===== config.mk =====
export PLATFORM = sky130hd
export DESIGN_NAME = riscv_mem
export DESIGN_NICKNAME = d
export VERILOG_FILES = /design/src/rtl/riscv_mem.sv
export SDC_FILE = /design/constraint.sdc
export NUM_CORES = 1
export LEC_CHECK = 0
export CORE_MARGIN = 2
export CORE_UTILIZATION = 65
export CTS_BUF_LIST = sky130_fd_sc_hd__clkbuf_8
export DETAILED_ROUTE_END_ITERATION = 6
export DONT_BUFFER_PORTS = 1
export PLACE_DENSITY = 0.85
export SLEW_MARGIN = 20
export SYNTH_ARGS = -nofsm -noshare
export SYNTH_HDL_FRONTEND = slang
export SYNTH_SLANG_ARGS = --single-unit
export TNS_END_PERCENT = 50

===== constraint.sdc =====
create_clock -name clk -period 2.9 [get_ports clk]
set_input_delay 0.29 -clock clk [delete_from_list [all_inputs] [get_ports clk]]
set_output_delay 0.29 -clock clk [all_outputs]
set_load 0.02 [all_outputs]

===== src/rtl/riscv_mem.sv =====
`default_nettype none
// ============================================================================
// riscv_mem : memory-access pipeline stage (byte/half/word loads and stores
//             over a single-outstanding request/ack data bus)
// Revision  : 1.0
// ============================================================================
module riscv_mem #(
  parameter int TIMEOUT_CYCLES = 255,
  parameter int MEM_FUNCT_W    = 4
) (
  input  logic                   clk,
  input  logic                   rstn,
  input  logic                   in_rdy,
  output logic                   in_ack,
  input  logic [31:0]            ex_mem_result,
  input  logic [MEM_FUNCT_W-1:0] ex_mem_funct,
  input  logic [31:0]            ex_mem_data,
  input  logic [4:0]             ex_mem_wb_rsd,
  output logic                   dmem_req,
  output logic                   dmem_we,
  output logic [31:0]            dmem_addr,
  output logic [3:0]             dmem_sel,
  output logic [31:0]            dmem_wdata,
  input  logic                   dmem_ack,
  input  logic                   dmem_err,
  input  logic [31:0]            dmem_rdata,
  output logic                   out_rdy,
  input  logic                   out_ack,
  output logic [31:0]            mem_wb_result,
  output logic [4:0]             mem_wb_rsd,
  output logic                   mem_wb_we,
  output logic [1:0]             mem_wb_exc
);

  localparam int CNT_W = (TIMEOUT_CYCLES < 2) ? 1 : $clog2(TIMEOUT_CYCLES);
  localparam logic [CNT_W-1:0] CNT_LAST = CNT_W'(TIMEOUT_CYCLES - 1);
  localparam bit TO_EN = (TIMEOUT_CYCLES != 0);

  localparam logic [MEM_FUNCT_W-1:0] F_LB  = MEM_FUNCT_W'(1);
  localparam logic [MEM_FUNCT_W-1:0] F_LH  = MEM_FUNCT_W'(2);
  localparam logic [MEM_FUNCT_W-1:0] F_LW  = MEM_FUNCT_W'(3);
  localparam logic [MEM_FUNCT_W-1:0] F_LBU = MEM_FUNCT_W'(4);
  localparam logic [MEM_FUNCT_W-1:0] F_LHU = MEM_FUNCT_W'(5);
  localparam logic [MEM_FUNCT_W-1:0] F_SB  = MEM_FUNCT_W'(6);
  localparam logic [MEM_FUNCT_W-1:0] F_SH  = MEM_FUNCT_W'(7);
  localparam logic [MEM_FUNCT_W-1:0] F_SW  = MEM_FUNCT_W'(8);

  localparam logic [1:0] SZ_B = 2'd0;
  localparam logic [1:0] SZ_H = 2'd1;
  localparam logic [1:0] SZ_W = 2'd2;

  localparam logic [1:0] EXC_NONE  = 2'd0;
  localparam logic [1:0] EXC_ALIGN = 2'd1;
  localparam logic [1:0] EXC_BUS   = 2'd2;
  localparam logic [1:0] EXC_TO    = 2'd3;

  typedef enum logic [0:0] {ST_IDLE = 1'b0, ST_BUS = 1'b1} state_t;

  typedef struct packed {
    logic       ld;
    logic       st;
    logic       sx;
    logic [1:0] sz;
  } op_t;

  function automatic op_t decode(input logic [MEM_FUNCT_W-1:0] f);
    op_t o;
    o = '0;
    case (f)
      F_LB:    begin o.ld = 1'b1; o.sx = 1'b1; o.sz = SZ_B; end
      F_LH:    begin o.ld = 1'b1; o.sx = 1'b1; o.sz = SZ_H; end
      F_LW:    begin o.ld = 1'b1;              o.sz = SZ_W; end
      F_LBU:   begin o.ld = 1'b1;              o.sz = SZ_B; end
      F_LHU:   begin o.ld = 1'b1;              o.sz = SZ_H; end
      F_SB:    begin o.st = 1'b1;              o.sz = SZ_B; end
      F_SH:    begin o.st = 1'b1;              o.sz = SZ_H; end
      F_SW:    begin o.st = 1'b1;              o.sz = SZ_W; end
      default: o = '0;
    endcase
    return o;
  endfunction

  state_t           state, state_nxt;
  op_t              req_op, req_op_nxt;
  logic [31:0]      req_addr, req_addr_nxt;
  logic [4:0]       req_rsd, req_rsd_nxt;
  logic [CNT_W-1:0] cnt, cnt_nxt;

  logic             out_rdy_nxt, wb_we_nxt, dreq_nxt, dwe_nxt;
  logic [31:0]      wb_result_nxt, daddr_nxt, dwdata_nxt;
  logic [4:0]       wb_rsd_nxt;
  logic [1:0]       wb_exc_nxt;
  logic [3:0]       dsel_nxt;

  op_t              acc_op;
  logic             accept, misalign;
  logic [3:0]       acc_sel;
  logic [31:0]      acc_wdata, load_val;
  logic [7:0]       byte_lane;
  logic [15:0]      half_lane;

  assign in_ack = (state != ST_BUS) && (!out_rdy || out_ack);
  assign accept = in_rdy && in_ack;

  // Lane generation and alignment check for the packet currently offered by EX
  always_comb begin
    acc_op    = decode(ex_mem_funct);
    acc_sel   = 4'b1111;
    acc_wdata = ex_mem_data;
    case (acc_op.sz)
      SZ_B: begin
        acc_sel   = 4'b0001 << ex_mem_result[1:0];
        acc_wdata = {4{ex_mem_data[7:0]}};
      end
      SZ_H: begin
        acc_sel   = ex_mem_result[1] ? 4'b1100 : 4'b0011;
        acc_wdata = {2{ex_mem_data[15:0]}};
      end
      default: begin
        acc_sel   = 4'b1111;
        acc_wdata = ex_mem_data;
      end
    endcase
    misalign = (acc_op.ld || acc_op.st) &&
               (((acc_op.sz == SZ_H) && ex_mem_result[0]) ||
                ((acc_op.sz == SZ_W) && (ex_mem_result[1:0] != 2'b00)));
  end

  always_comb begin
    byte_lane = dmem_rdata[{req_addr[1:0], 3'b000} +: 8];
    half_lane = dmem_rdata[{req_addr[1], 4'b0000} +: 16];
    case (req_op.sz)
      SZ_B:    load_val = req_op.sx ? {{24{byte_lane[7]}}, byte_lane} : {24'd0, byte_lane};
      SZ_H:    load_val = req_op.sx ? {{16{half_lane[15]}}, half_lane} : {16'd0, half_lane};
      default: load_val = dmem_rdata;
    endcase
  end

  always_comb begin
    state_nxt     = state;
    req_op_nxt    = req_op;
    req_addr_nxt  = req_addr;
    req_rsd_nxt   = req_rsd;
    cnt_nxt       = cnt;
    out_rdy_nxt   = out_rdy;
    wb_result_nxt = mem_wb_result;
    wb_rsd_nxt    = mem_wb_rsd;
    wb_we_nxt     = mem_wb_we;
    wb_exc_nxt    = mem_wb_exc;
    dreq_nxt      = dmem_req;
    dwe_nxt       = dmem_we;
    daddr_nxt     = dmem_addr;
    dsel_nxt      = dmem_sel;
    dwdata_nxt    = dmem_wdata;

    if (out_rdy && out_ack)
      out_rdy_nxt = 1'b0;

    case (state)
      ST_IDLE: begin
        if (accept) begin
          if (!(acc_op.ld || acc_op.st)) begin
            out_rdy_nxt   = 1'b1;
            wb_result_nxt = ex_mem_result;
            wb_rsd_nxt    = ex_mem_wb_rsd;
            wb_we_nxt     = (ex_mem_wb_rsd != 5'd0);
            wb_exc_nxt    = EXC_NONE;
          end else if (misalign) begin
            out_rdy_nxt   = 1'b1;
            wb_result_nxt = ex_mem_result;
            wb_rsd_nxt    = ex_mem_wb_rsd;
            wb_we_nxt     = 1'b0;
            wb_exc_nxt    = EXC_ALIGN;
          end else begin
            state_nxt    = ST_BUS;
            req_op_nxt   = acc_op;
            req_addr_nxt = ex_mem_result;
            req_rsd_nxt  = ex_mem_wb_rsd;
            cnt_nxt      = '0;
            dreq_nxt     = 1'b1;
            dwe_nxt      = acc_op.st;
            daddr_nxt    = {ex_mem_result[31:2], 2'b00};
            dsel_nxt     = acc_sel;
            dwdata_nxt   = acc_wdata;
          end
        end
      end
      ST_BUS: begin
        // err takes precedence over a simultaneous ack
        if (dmem_err || dmem_ack || (TO_EN && (cnt == CNT_LAST))) begin
          state_nxt     = ST_IDLE;
          dreq_nxt      = 1'b0;
          out_rdy_nxt   = 1'b1;
          wb_rsd_nxt    = req_rsd;
          wb_result_nxt = req_addr;
          wb_we_nxt     = 1'b0;
          if (dmem_err) begin
            wb_exc_nxt = EXC_BUS;
          end else if (dmem_ack) begin
            wb_exc_nxt = EXC_NONE;
            if (req_op.ld) begin
              wb_result_nxt = load_val;
              wb_we_nxt     = (req_rsd != 5'd0);
            end
          end else begin
            wb_exc_nxt = EXC_TO;
          end
        end else begin
          cnt_nxt = cnt + CNT_W'(1);
        end
      end
      default: state_nxt = ST_IDLE;
    endcase
  end

  always_ff @(posedge clk or negedge rstn) begin
    if (!rstn) begin
      state         <= ST_IDLE;
      req_op        <= '0;
      req_addr      <= '0;
      req_rsd       <= '0;
      cnt           <= '0;
      out_rdy       <= 1'b0;
      mem_wb_result <= '0;
      mem_wb_rsd    <= '0;
      mem_wb_we     <= 1'b0;
      mem_wb_exc    <= '0;
      dmem_req      <= 1'b0;
      dmem_we       <= 1'b0;
      dmem_addr     <= '0;
      dmem_sel      <= '0;
      dmem_wdata    <= '0;
    end else begin
      state         <= state_nxt;
      req_op        <= req_op_nxt;
      req_addr      <= req_addr_nxt;
      req_rsd       <= req_rsd_nxt;
      cnt           <= cnt_nxt;
      out_rdy       <= out_rdy_nxt;
      mem_wb_result <= wb_result_nxt;
      mem_wb_rsd    <= wb_rsd_nxt;
      mem_wb_we     <= wb_we_nxt;
      mem_wb_exc    <= wb_exc_nxt;
      dmem_req      <= dreq_nxt;
      dmem_we       <= dwe_nxt;
      dmem_addr     <= daddr_nxt;
      dmem_sel      <= dsel_nxt;
      dmem_wdata    <= dwdata_nxt;
    end
  end

endmodule
`default_nettype wire

# ---- Word level (Yosys, flattened, before mapping)
# Cells that the tools add are included.
dict set report op_classes {
  n_reduce_logical 26
  n_addsub 1
  bitwise_logic 2
  n_mux 59
  shifts 3
  eq_ne 18
}
# cell n
set ops {}
lappend ops {{$mux 32} 9}
lappend ops {{$pmux 32 s2} 3}
lappend ops {{$mux 8} 4}
lappend ops {{$shiftx 32x6->16} 1}
lappend ops {{$shiftx 32x6->8} 1}
lappend ops {{$mux 1} 23}
lappend ops {{$mux 5} 4}
lappend ops {{$eq 4x3->1 const B} 4}
lappend ops {{$pmux 8 s2} 1}
lappend ops {{$mux 2} 6}
lappend ops {{$reduce_and 4->1} 3}
lappend ops {{$pmux 5 s2} 1}
lappend ops {{$reduce_bool 5->1} 2}
lappend ops {{$add 8x1->8 const B} 1}
lappend ops {{$eq 4x2->1 const B} 2}
lappend ops {{$eq 8x8->1 const B} 1}
lappend ops {{$pmux 1 s2} 4}
lappend ops {{$pmux 2 s2} 2}
lappend ops {{$pmux 4 s2} 1}
lappend ops {{$logic_and 1x1->1} 6}
lappend ops {{$ne 2x2->1 const B} 3}
lappend ops {{$reduce_or 3->1} 2}
lappend ops {{$logic_or 1x1->1} 5}
lappend ops {{$reduce_or 5->1} 1}
lappend ops {{14 further kinds} 19}
dict set report word_totals {
  input_bits 111
  out_inout_bits 112
  wordCells 126
  regBits 159
}

# ---- Logic depth before layout (Yosys ltp)
# Gate-level depths: netlist of run 1.
dict set report logic_depth {
  depth_word 11
  depth_mapped 9
  ltp_nobuf 7
}

# ---- Worst setup path after synthesis of run 1
# Ideal clock, no wire load.
dict set report synth_path {
  path_kind {register to register}
  from {register req_op[1] (netlist name)}
  to {register mem_wb_result[0]}
  arrival_time_ns 1.847
  required_ns 2.775
  setup_time_ns 0.125
  stages_incl_launch_ff 8
  setup_slack_ns 0.928
  period_less_slack_ns 1.972
  n_path_buf 2
  path_cell_list {dfrtp_1 > buf_2 > or3b_1 > buf_2 > a211oi_2 > nor3_1 > o32a_1 > mux2_2}
}
dict set report synth_between {
  elab_chain_cells 7
  word_cells_on_any_way 8
  classes_between {eq/ne: 1; mux: 6; reduce/logical: 1}
}
# item line_no
set synth_lines {}
lappend synth_lines {{start: declaration} 84} ;# op_t req_op, req_op_nxt;
lappend synth_lines {{start signal: assignment} 235} ;# req_op <= req_op_nxt;
lappend synth_lines {{$eq 2x1->1 or $logic_not 2->1 (tied branches)} 132} ;# case (req_op.sz)
lappend synth_lines {{$pmux 32 s2 (*)} 132}
lappend synth_lines {{$mux 32 (*)} 201} ;# if (req_op.ld) begin
lappend synth_lines {{$mux 32 (*)} 199} ;# end else if (dmem_ack) begin
lappend synth_lines {{$mux 32 (*)} 197} ;# if (dmem_err) begin
lappend synth_lines {{$mux 32 (*)} 190} ;# if (dmem_err || dmem_ack || (TO_EN && (cnt == CNT_LAST))) begin
lappend synth_lines {{$pmux 32 s2 (*)} 159} ;# case (state)
lappend synth_lines {{end signal: assignment} 240} ;# mem_wb_result <= wb_result_nxt;
lappend synth_lines {{end: declaration} 29} ;# output logic [31:0] mem_wb_result,
# Every way passes the cells marked *; elsewhere a longest branch is shown, timed or not. The select of a mux whose other input is x is not followed.
# A chain may end at the register's enable or synchronous reset.

# ---- Final worst setup path of run 1
dict set report layout_path {
  from {register out_rdy}
  to {register req_op[2] (netlist name)}
}
dict set report layout_between {
  elab_chain_cells 5
}
# item line_no
set layout_lines {}
lappend layout_lines {{start: declaration} 27} ;# output logic out_rdy,
lappend layout_lines {{start signal: assignment} 239} ;# out_rdy <= out_rdy_nxt;
lappend layout_lines {{$logic_not 1->1} 102} ;# assign in_ack = (state != ST_BUS) && (!out_rdy || out_ack);
lappend layout_lines {{$logic_or 1x1->1} 102}
lappend layout_lines {{$logic_and 1x1->1} 102}
lappend layout_lines {{$logic_and 1x1->1} 103} ;# assign accept = in_rdy && in_ack;
lappend layout_lines {{$reduce_and 4->1 (no source line)} -}
# Every way passes these cells.

==> results.sh, run 1 <==
export IMPL_finalCriticalPeriod_ns=2.73
export IMPL_postCtsSetupBuffers=0
export IMPL_antenna_found_initial=0
export IMPL_cts_buffers=17
export IMPL_crit_type="reg2reg"
export IMPL_clkSinkCount=129
export IMPL_cp_startpoint="out_rdy$_DFF_PN0_"
export IMPL_first_iter_violations=725
export IMPL_grt_max_degree=130
export IMPL_ys_ff_latch=129
export IMPL_fin_util_pct=74.3
export IMPL_tightest_slew_ns=0.869
export IMPL_htree_levels=4
export IMPL_syn_instance_count=772
export IMPL_cp_data_required_time_ns=3.27
export IMPL_viasPerCell=6.63
export IMPL_cp_end_kind="register"
export IMPL_overflow=0
export IMPL_grt_pass1_wl_mm=31.8
export IMPL_grt_pass1_vias=5927
export IMPL_top_usage_layer="met2"
export IMPL_max_clock_freq_mhz=366
export IMPL_fin_crit_sh_pct=94.3
export IMPL_max_slew_margin_pct=41.3
export IMPL_ys_types=56
export IMPL_holdWs_ns=-0.457
export IMPL_synth_seq_area_share_pct=45.9
export IMPL_cts_resized=0
export IMPL_finalPower_mw=6.73
export IMPL_clkTransAtPathRegs_ns=0.07
export IMPL_gr_usage_met3_pct=11.6
export IMPL_die_area_um2=11700
export IMPL_synth_edff_count=0
export IMPL_cts_root_buf="clkbuf_8"
export IMPL_avgSynthCellArea_um2=9.12
export IMPL_rsz0062_at_grt="no"
export IMPL_num_nets_final=873
export IMPL_crit_path_max_fanout=30
export IMPL_die_w_um=108
export IMPL_routed_wl_mm=20.3
export IMPL_min_path_type="in2async"
export IMPL_yosys_most_used_dff="dfrtp_1"
export IMPL_ant_nets=0
export IMPL_cts_tree="done"
export IMPL_rows=37
export IMPL_hold_viol=129
export IMPL_design_area_um2=7730
export IMPL_port_buffers=0
export IMPL_start_util_pct=67.6
export IMPL_async_reset_ff_share_pct=100
export IMPL_grt_util_all_layers_pct=35.4
export IMPL_peakVddDrop_mv=0.528
export IMPL_dpl_instance_area_um2=6840
export IMPL_hpwl_mm=13.6
export IMPL_timing_rr_start="out_rdy$_DFF_PN0_"
export IMPL_areaGrowthSynthToFinish_pct=9.88
export IMPL_routedWlPerCell_um=22.4
export IMPL_die_y_um=108
export IMPL_arrival_ns=3.10
export IMPL_insertion_delay_ns=0.44
export IMPL_drc_errors=0
export IMPL_violations="negative hold slack"
export IMPL_finalSetupViolations=0
export IMPL_reg2regPathDepth=5
export IMPL_power_leakage_nw=3.31
export IMPL_cap_violations=0
export IMPL_power_density_nw_per_um2=870
export IMPL_num_vias=6019
export IMPL_core_area_um2=10400
export IMPL_synth_area_um2=7040
export IMPL_finalSetupTns_ns=0
export IMPL_grt_use_met1_pct=43.9
export IMPL_drive_above_1_share_pct=12.2
export IMPL_gp_congestion=0.879
export IMPL_num_antenna_cells=0
export IMPL_instances_no_fill=908
export IMPL_cp_start_kind="register"
export IMPL_pre_cts_ws_ns=0.552
export IMPL_r2r_slack_ns=0.17
export IMPL_dp_cells=836
export IMPL_drt_first_pass_iters=6
export IMPL_finalMaxSlewViolations=0
export IMPL_io_pins=223
export IMPL_gr_usage_met2_pct=56.5
export IMPL_setup_ws_ns=0.166
export IMPL_outcome="finished, violations left"
export IMPL_ys_warnings_count=0
export IMPL_finClkSkew_ns=0.00869
export IMPL_cts_hold_buf=40
export IMPL_clock_path_buffers=2
[final timing paths]
kind,endpoint
min in group clk,dmem_wdata[12]$_DFFE_PN0P_
setup / recovery,req_op[2]$_DFFE_PN0P_
setup reg to reg,req_op[2]$_DFFE_PN0P_
hold / removal,dmem_wdata[22]$_DFFE_PN0P_
max in group asynchronous,mem_wb_result[1]$_DFFE_PN0P_
hold reg to reg,req_rsd[0]$_DFFE_PN0P_
[cell usage in the layout, fill, tap and decap left out, drive strengths merged, types with 9 or more instances in the layout]
cell type / instances
dfrtp: 129
clkbuf: 18
mux2: 36
a31oi: 37
a22oi: 9
nand2: 140
nor3b: 9
mux2i: 40
inv: 28
nor2: 57
o21ai: 54
a21oi: 46
dlygate4sd3: 41
buf: 15
[critical path, stage by stage (launching register included)]
cell	delay, ns
dfrtp_1	0.46
nand2b_1	0.17
nand3_1	0.24
a2111o_2	0.82
o41ai_2	0.37
dlygate4sd3_1	0.60
[cells in the mapped netlist (all sizes together) (3+ instances only)]
cell	n	area [um^2]
a211oi	8	65.1
a21oi	46	234
a22oi	9	67.6
a31oi	37	231
buf	64	423
clkbuf	24	90.1
dfrtp	129	3230
inv	28	105
mux2	36	409
mux2i	40	400
nand2	140	526
nand2b	4	25.0
nand3	7	35.0
nor2	57	214
nor2b	6	37.5
nor3	7	40.0
nor3b	9	67.6
o2111ai	8	70.1
o211ai	3	22.5
o21ai	54	270
o22ai	8	50.1
o32ai	6	52.6
o41ai	3	41.3
or3b	3	26.3
xnor2	7	61.3
[cells by family (layout without fill, tap and decap cells)]
kind of cell,Yosys count,in the layout,synth area share [%]
AOI/OAI and AO/OA,195,195,17.5
xor gates and xnor gates,7,7,0.871
adders and majority gates,2,2,0.355
buffers and inverters,117,116,8.83
DFF,129,129,45.9
muxes,76,76,11.5
other,1,2,0.0533
and+or+nand+nor,245,245,15.0
[routing by layer]
metal | wire length, um | up-vias
li1 | - | 2641
met1 | 7450 | 2888
met2 | 9900 | 413
met3 | 2240 | 77
met4 | 760 | 0
met5 | 0 | -
[report_power, final]
group	internal (mW)	leakage [nW]	switching, mW	total [mW]
Combinational	0.623	1.53	0.730	1.35
Clock	1.13	0.223	0.724	1.85
Sequential	2.36	1.55	1.16	3.52
Total	4.11	3.31	2.62	6.73
[layout make-up]
class	count	area (um^2)
fill	724	2680
clock buffer	18	248
timing repair buffer	56	536
sequential	129	3230
multi-input combinational	527	3210
inverter	29	109
clock inverter	13	235
tap	136	170
[registers in the layout (all words and copies together) (netlist names), 2 cells and up]
register	count
mem_wb_result	32
dmem_sel	4
cnt	8
req_op	4
req_addr	32
dmem_wdata	32
mem_wb_exc	2
req_rsd	5
mem_wb_rsd	5
(Power assumes the default switching activity.)
==> run 2, diff against run 1 <==
--- a/config.mk
+++ b/config.mk
@@ -8,8 +8,10 @@
 export CORE_MARGIN = 2
 export CORE_UTILIZATION = 65
 export CTS_BUF_LIST = sky130_fd_sc_hd__clkbuf_8
+export CTS_CLUSTER_DIAMETER = 120
 export DETAILED_ROUTE_END_ITERATION = 6
 export DONT_BUFFER_PORTS = 1
+export HOLD_SLACK_MARGIN = 0.02
 export PLACE_DENSITY = 0.85
 export SLEW_MARGIN = 20
 export SYNTH_ARGS = -nofsm -noshare
==> results.sh, run 2 (synthesis results as in run 1) <==
export IMPL_start_util_pct=67.6
export IMPL_arrival_ns=3.03
export IMPL_power_leakage_nw=3.34
export IMPL_timing_rr_start="out_rdy$_DFF_PN0_"
export IMPL_viasPerCell=6.65
export IMPL_clkTransAtPathRegs_ns=0.07
export IMPL_p_int_mw=4.12
export IMPL_die_w_um=108
export IMPL_drive_above_1_share_pct=12.1
export IMPL_finClkSkew_ns=0.00860
export IMPL_outcome="finished, violations left"
export IMPL_fillCellCount=708
export IMPL_insertion_delay_ns=0.43
export IMPL_r2r_slack_ns=0.23
export IMPL_routed_wl_mm=20.4
export IMPL_design_area_um2=7820
export IMPL_power_density_nw_per_um2=863
export IMPL_cpPeakStageDelay_ns=0.81
export IMPL_min_path_type="in2async"
export IMPL_tightest_slew_ns=0.803
export IMPL_clock_path_buffers=2
export IMPL_overflow=0
export IMPL_cp_start_kind="register"
export IMPL_fin_crit_sh_pct=91.9
export IMPL_reg_top3="dmem_wdata x32, mem_wb_result x32, req_addr x32"
export IMPL_num_vias=6090
export IMPL_num_antenna_cells=0
export IMPL_io_pins=223
export IMPL_finalCriticalPeriod_ns=2.67
export IMPL_clkPwrFrac_pct=27.6
export IMPL_finalSetupTns_ns=0
export IMPL_cp_data_required_time_ns=3.27
export IMPL_dpl_instance_area_um2=6840
export IMPL_crit_path_max_fanout=30
export IMPL_reg2regPathDepth=5
export IMPL_ant_nets=0
export IMPL_crit_cells=5
export IMPL_rows=37
export IMPL_die_area_um2=11700
export IMPL_cp_top_family="compound AO/OA/AOI/OAI gates"
export IMPL_htree_levels=4
export IMPL_die_y_um=108
export IMPL_drc_errors=0
export IMPL_routedWlPerCell_um=22.3
export IMPL_worst_path_buf_inv=1
export IMPL_cts_tree="done"
export IMPL_first_iter_violations=693
export IMPL_pwr_share_comb_pct=20.2
export IMPL_max_slew_margin_pct=46.3
export IMPL_grt_max_degree=130
export IMPL_swShare_pct=39.0
export IMPL_cp_startpoint="out_rdy$_DFF_PN0_"
export IMPL_cap_violations=0
export IMPL_crit_type="reg2reg"
export IMPL_grt_util_all_layers_pct=35.7
export IMPL_hold_viol=129
export IMPL_num_nets_final=881
export IMPL_worstReg2RegEnd="req_op[2]$_DFFE_PN0P_"
export IMPL_grt_pass1_wl_mm=32.0
export IMPL_hpwl_mm=13.6
export IMPL_p_switching_mw=2.63
export IMPL_mostFrequentLayoutCells="nand2_1 (139), dfrtp_1 (129), nor2_1 (57)"
export IMPL_crit_end="req_op[2]$_DFFE_PN0P_"
export IMPL_critPathSlowestCell="a2111o_2"
export IMPL_cts_root_buf="clkbuf_8"
export IMPL_core_area_um2=10400
export IMPL_gp_congestion=0.879
export IMPL_finalSetupViolations=0
export IMPL_max_clock_freq_mhz=375
export IMPL_violations="negative hold slack"
export IMPL_peakVddDrop_mv=0.539
export IMPL_holdWs_ns=-0.456
export IMPL_cp_end_kind="register"
export IMPL_grt_pass1_vias=5987
export IMPL_cts_hold_buf=49
export IMPL_areaGrowthSynthToFinish_pct=11.0
export IMPL_finalPower_mw=6.74
export IMPL_crit_chain="nand2b_1 -> nand3_1 -> a2111o_2 -> o41ai_2 -> dlygate4sd3_1"
export IMPL_postCtsSetupBuffers=0
export IMPL_finalMaxSlewViolations=0
export IMPL_drt_first_pass_iters=5
export IMPL_rsz0062_at_grt="no"
export IMPL_antenna_found_initial=0
export IMPL_port_buffers=0
export IMPL_cts_buffers=17
export IMPL_seqPwrFrac_pct=52.2
export IMPL_clkSinkCount=129
export IMPL_layout_commonest_cell="nand2_1"
[run 2: changes by cell type in the layout (fill, tap and decap cells not counted), sizes merged]
| cell | previous run | this run |
|---|---|---|
| dlygate4sd3 | 41 | 49 |
[run 2: final cells by class]
class / count / area, um^2 / area share (%)
Clock buffer: 18 / 248 / 3.17
Clock inverter: 13 / 235 / 3.01
Inverter: 29 / 109 / 1.39
Multi-Input combinational cell: 527 / 3210 / 41.1
Sequential cell: 129 / 3230 / 41.3
Tap cell: 136 / 170 / 2.18
Timing Repair Buffer: 64 / 616 / 7.88
[run 2: worst min path at each step]
stage,to,depth (start not counted),slack (ns)
after detailed placement,dmem_wdata[22]$_DFFE_PN0P_,0,0.0003
after CTS,dmem_wdata[24]$_DFFE_PN0P_,0,-0.47
after global placement,dmem_wdata[23]$_DFFE_PN0P_,0,-0.0003
after global routing,dmem_wdata[24]$_DFFE_PN0P_,0,-0.48
final,dmem_wdata[21]$_DFFE_PN0P_,0,-0.46
after floorplan,cnt[0]$_DFFE_PN0P_,0,-0.006
[run 2: power groups by stage]
stage	clock network (mW)	registers [mW]	logic, mW
4_1_cts	1.87	3.51	1.33
5_1_grt	1.95	3.58	1.51
2_1_floorplan	0	3.17	1.45
6_report	1.86	3.52	1.36
3_5_place_dp	0	3.54	1.27
3_3_place_gp	0	3.52	1.20
[run 2: per-stage QoR]
stage	util [%]	hold slack, ns	setup slack (ns)	cells
finish	75.0	-0.456	0.234	916
global route	75.0	-0.480	0.0941	916
CTS	75.0	-0.469	0.276	916
detailed placement	65.7	0.000289	0.552	836
global placement	65.7	-0.000303	0.720	836
floorplan	-	-0.00559	0.928	773
[run 2: layer usage]
metal  GRT usage (%)  vias to the layer above  wire length [um]
met5               0                        -                 0
met1            44.4                     2943              7500
met3            10.9                       79              2160
met2            57.0                      409              9980
li1                -                     2659                 -
met4            17.2                        0               786
[run 2: what timing repair did]
| item | 4_1_cts | 5_1_grt |
|---|---|---|
| gates resized for setup | 0 | 0 |
| endpoints found under the hold margin | 180 | 129 |
| setup endpoints to repair | 0 | 0 |
==> run 3, diff against run 2 <==
--- a/config.mk
+++ b/config.mk
@@ -8,12 +8,10 @@
 export CORE_MARGIN = 2
 export CORE_UTILIZATION = 65
 export CTS_BUF_LIST = sky130_fd_sc_hd__clkbuf_8
-export CTS_CLUSTER_DIAMETER = 120
 export DETAILED_ROUTE_END_ITERATION = 6
 export DONT_BUFFER_PORTS = 1
 export HOLD_SLACK_MARGIN = 0.02
 export PLACE_DENSITY = 0.85
-export SLEW_MARGIN = 20
 export SYNTH_ARGS = -nofsm -noshare
 export SYNTH_HDL_FRONTEND = slang
 export SYNTH_SLANG_ARGS = --single-unit
==> constraint.sdc (replaced) <==
create_clock -name clk -period 2.9 [get_ports clk]
set_input_delay 0.29 -clock clk [delete_from_list [all_inputs] [get_ports clk]]
set_output_delay 0.29 -clock clk [all_outputs]
set_load 0.01 [all_outputs]
==> results.sh, run 3 (synthesis results as in run 1) <==
export IMPL_cts_resized=0
export IMPL_dp_cells=835
export IMPL_cp_data_required_time_ns=3.27
export IMPL_port_buffers=0
export IMPL_routed_wl_mm=19.7
export IMPL_cp_end_kind="register"
export IMPL_fin_crit_sh_pct=94.4
export IMPL_htree_levels=4
export IMPL_gp_congestion=0.852
export IMPL_rows=37
export IMPL_cts_buffers=17
export IMPL_die_y_um=108
export IMPL_power_density_nw_per_um2=816
export IMPL_outcome="finished, violations left"
export IMPL_grt_max_degree=130
export IMPL_timing_rr_start="state$_DFF_PN0_"
export IMPL_num_vias=6026
export IMPL_first_iter_violations=723
export IMPL_max_slew_margin_pct=23.0
export IMPL_peakVddDrop_mv=0.624
export IMPL_finClkSkew_ns=0.00748
export IMPL_reg_top3="dmem_wdata x32, mem_wb_result x32, req_addr x32"
export IMPL_multi_input_area_um2=3210
export IMPL_antenna_found_initial=0
export IMPL_num_nets_final=881
export IMPL_core_area_um2=10400
export IMPL_die_area_um2=11700
export IMPL_crit_chain="clkinv_1 -> buf_4 -> nand3_1 -> a2111o_2 -> o41ai_2 -> dlygate4sd3_1"
export IMPL_critPathSlowestCell="a2111o_2"
export IMPL_routedWlPerCell_um=21.4
export IMPL_cp_startpoint="state$_DFF_PN0_"
export IMPL_clkTransAtPathRegs_ns=0.08
export IMPL_holdWs_ns=-0.453
export IMPL_finalCriticalPeriod_ns=2.74
export IMPL_violations="negative hold slack"
export IMPL_viasPerCell=6.57
export IMPL_drc_errors=0
export IMPL_worst_path_buf_inv=3
export IMPL_rsz0062_at_grt="no"
export IMPL_grt_pass1_vias=5971
export IMPL_postCtsSetupBuffers=0
export IMPL_finalSetupTns_ns=0
export IMPL_cts_root_buf="clkbuf_8"
export IMPL_cp_start_kind="register"
export IMPL_die_w_um=108
export IMPL_mostFrequentLayoutCells="nand2_1 (139), dfrtp_1 (129), nor2_1 (57)"
export IMPL_start_util_pct=67.6
export IMPL_power_leakage_nw=3.36
export IMPL_areaGrowthSynthToFinish_pct=11.3
export IMPL_grt_pass1_wl_mm=31.3
export IMPL_num_antenna_cells=0
export IMPL_max_clock_freq_mhz=365
export IMPL_arrival_ns=3.11
export IMPL_register_area_um2=3230
export IMPL_min_path_type="in2async"
export IMPL_io_pins=223
export IMPL_finalMaxSlewViolations=0
export IMPL_cts_hold_buf=50
export IMPL_reg2regPathDepth=6
export IMPL_cpPeakStageDelay_ns=0.81
export IMPL_ant_nets=0
export IMPL_drt_first_pass_iters=6
export IMPL_fillCellCount=716
export IMPL_cp_top_family="compound AO/OA/AOI/OAI gates"
export IMPL_crit_path_max_fanout=33
export IMPL_hpwl_mm=12.7
export IMPL_finalSetupViolations=0
export IMPL_grt_util_all_layers_pct=34.6
export IMPL_hold_viol=129
export IMPL_drive_above_1_share_pct=12.0
export IMPL_insertion_delay_ns=0.44
export IMPL_cap_violations=0
export IMPL_cts_tree="done"
export IMPL_layout_commonest_cell="nand2_1"
export IMPL_tightest_slew_ns=1.16
export IMPL_clkSinkCount=129
export IMPL_overflow=0
export IMPL_instances_no_fill=917
export IMPL_crit_type="reg2reg"
export IMPL_crit_cells=6
export IMPL_clock_path_buffers=2
[run 3: changes by cell type in the layout (fill, tap and decap cells not counted)]
cell	previous run	this run
dlygate4sd3_1	49	50
clkinv_4	2	3
clkbuf_8	18	20
clkinv_2	0	1
clkinvlp_4	5	1
buf_4	14	13
inv_6	0	1
[run 3: final cells by class]
type	count	share of cell area, %
sequential	129	41.2
multi-input combinational	527	40.9
timing repair buffer	64	7.89
clock buffer	20	3.51
clock inverter	12	2.91
tap	136	2.17
inverter	29	1.39
[run 3: stage by stage]
stage	setup slack (ns)	utilization, %	power, mW	area [um^2]
final	0.163	75.2	6.39	7840
after floorplan	0.928	-	4.21	7040
after global placement	0.695	65.6	4.30	6830
after detailed placement	0.573	65.6	4.40	6830
after CTS	0.213	75.2	6.37	7840
after global routing	0.0779	75.2	6.70	7840
[run 3: final timing paths]
check,endpoint,slack (ns)
max,req_op[2]$_DFFE_PN0P_,0.16
min,dmem_wdata[23]$_DFFE_PN0P_,-0.45
max reg2reg,req_op[2]$_DFFE_PN0P_,0.16
min reg2reg,req_rsd[4]$_DFFE_PN0P_,0.52
max in group asynchronous,req_addr[16]$_DFFE_PN0P_,3.18
min in group clk,req_addr[6]$_DFFE_PN0P_,0.04
[run 3: metal layers]
metal	GRT usage, %	vias up	wire length [um]	part of all wire, %
met2	55.9	397	9550	49
li1	-	2655	-	-
met1	43.4	2901	7290	37
met3	10.7	73	2160	11
met4	14.5	0	667	3.4
met5	0	-	0	0
[run 3: report_power, final]
group          internal [mW]  switching [mW]
clock network           1.19           0.741
logic                  0.629           0.727
registers               2.36           0.749
total                   4.18            2.22
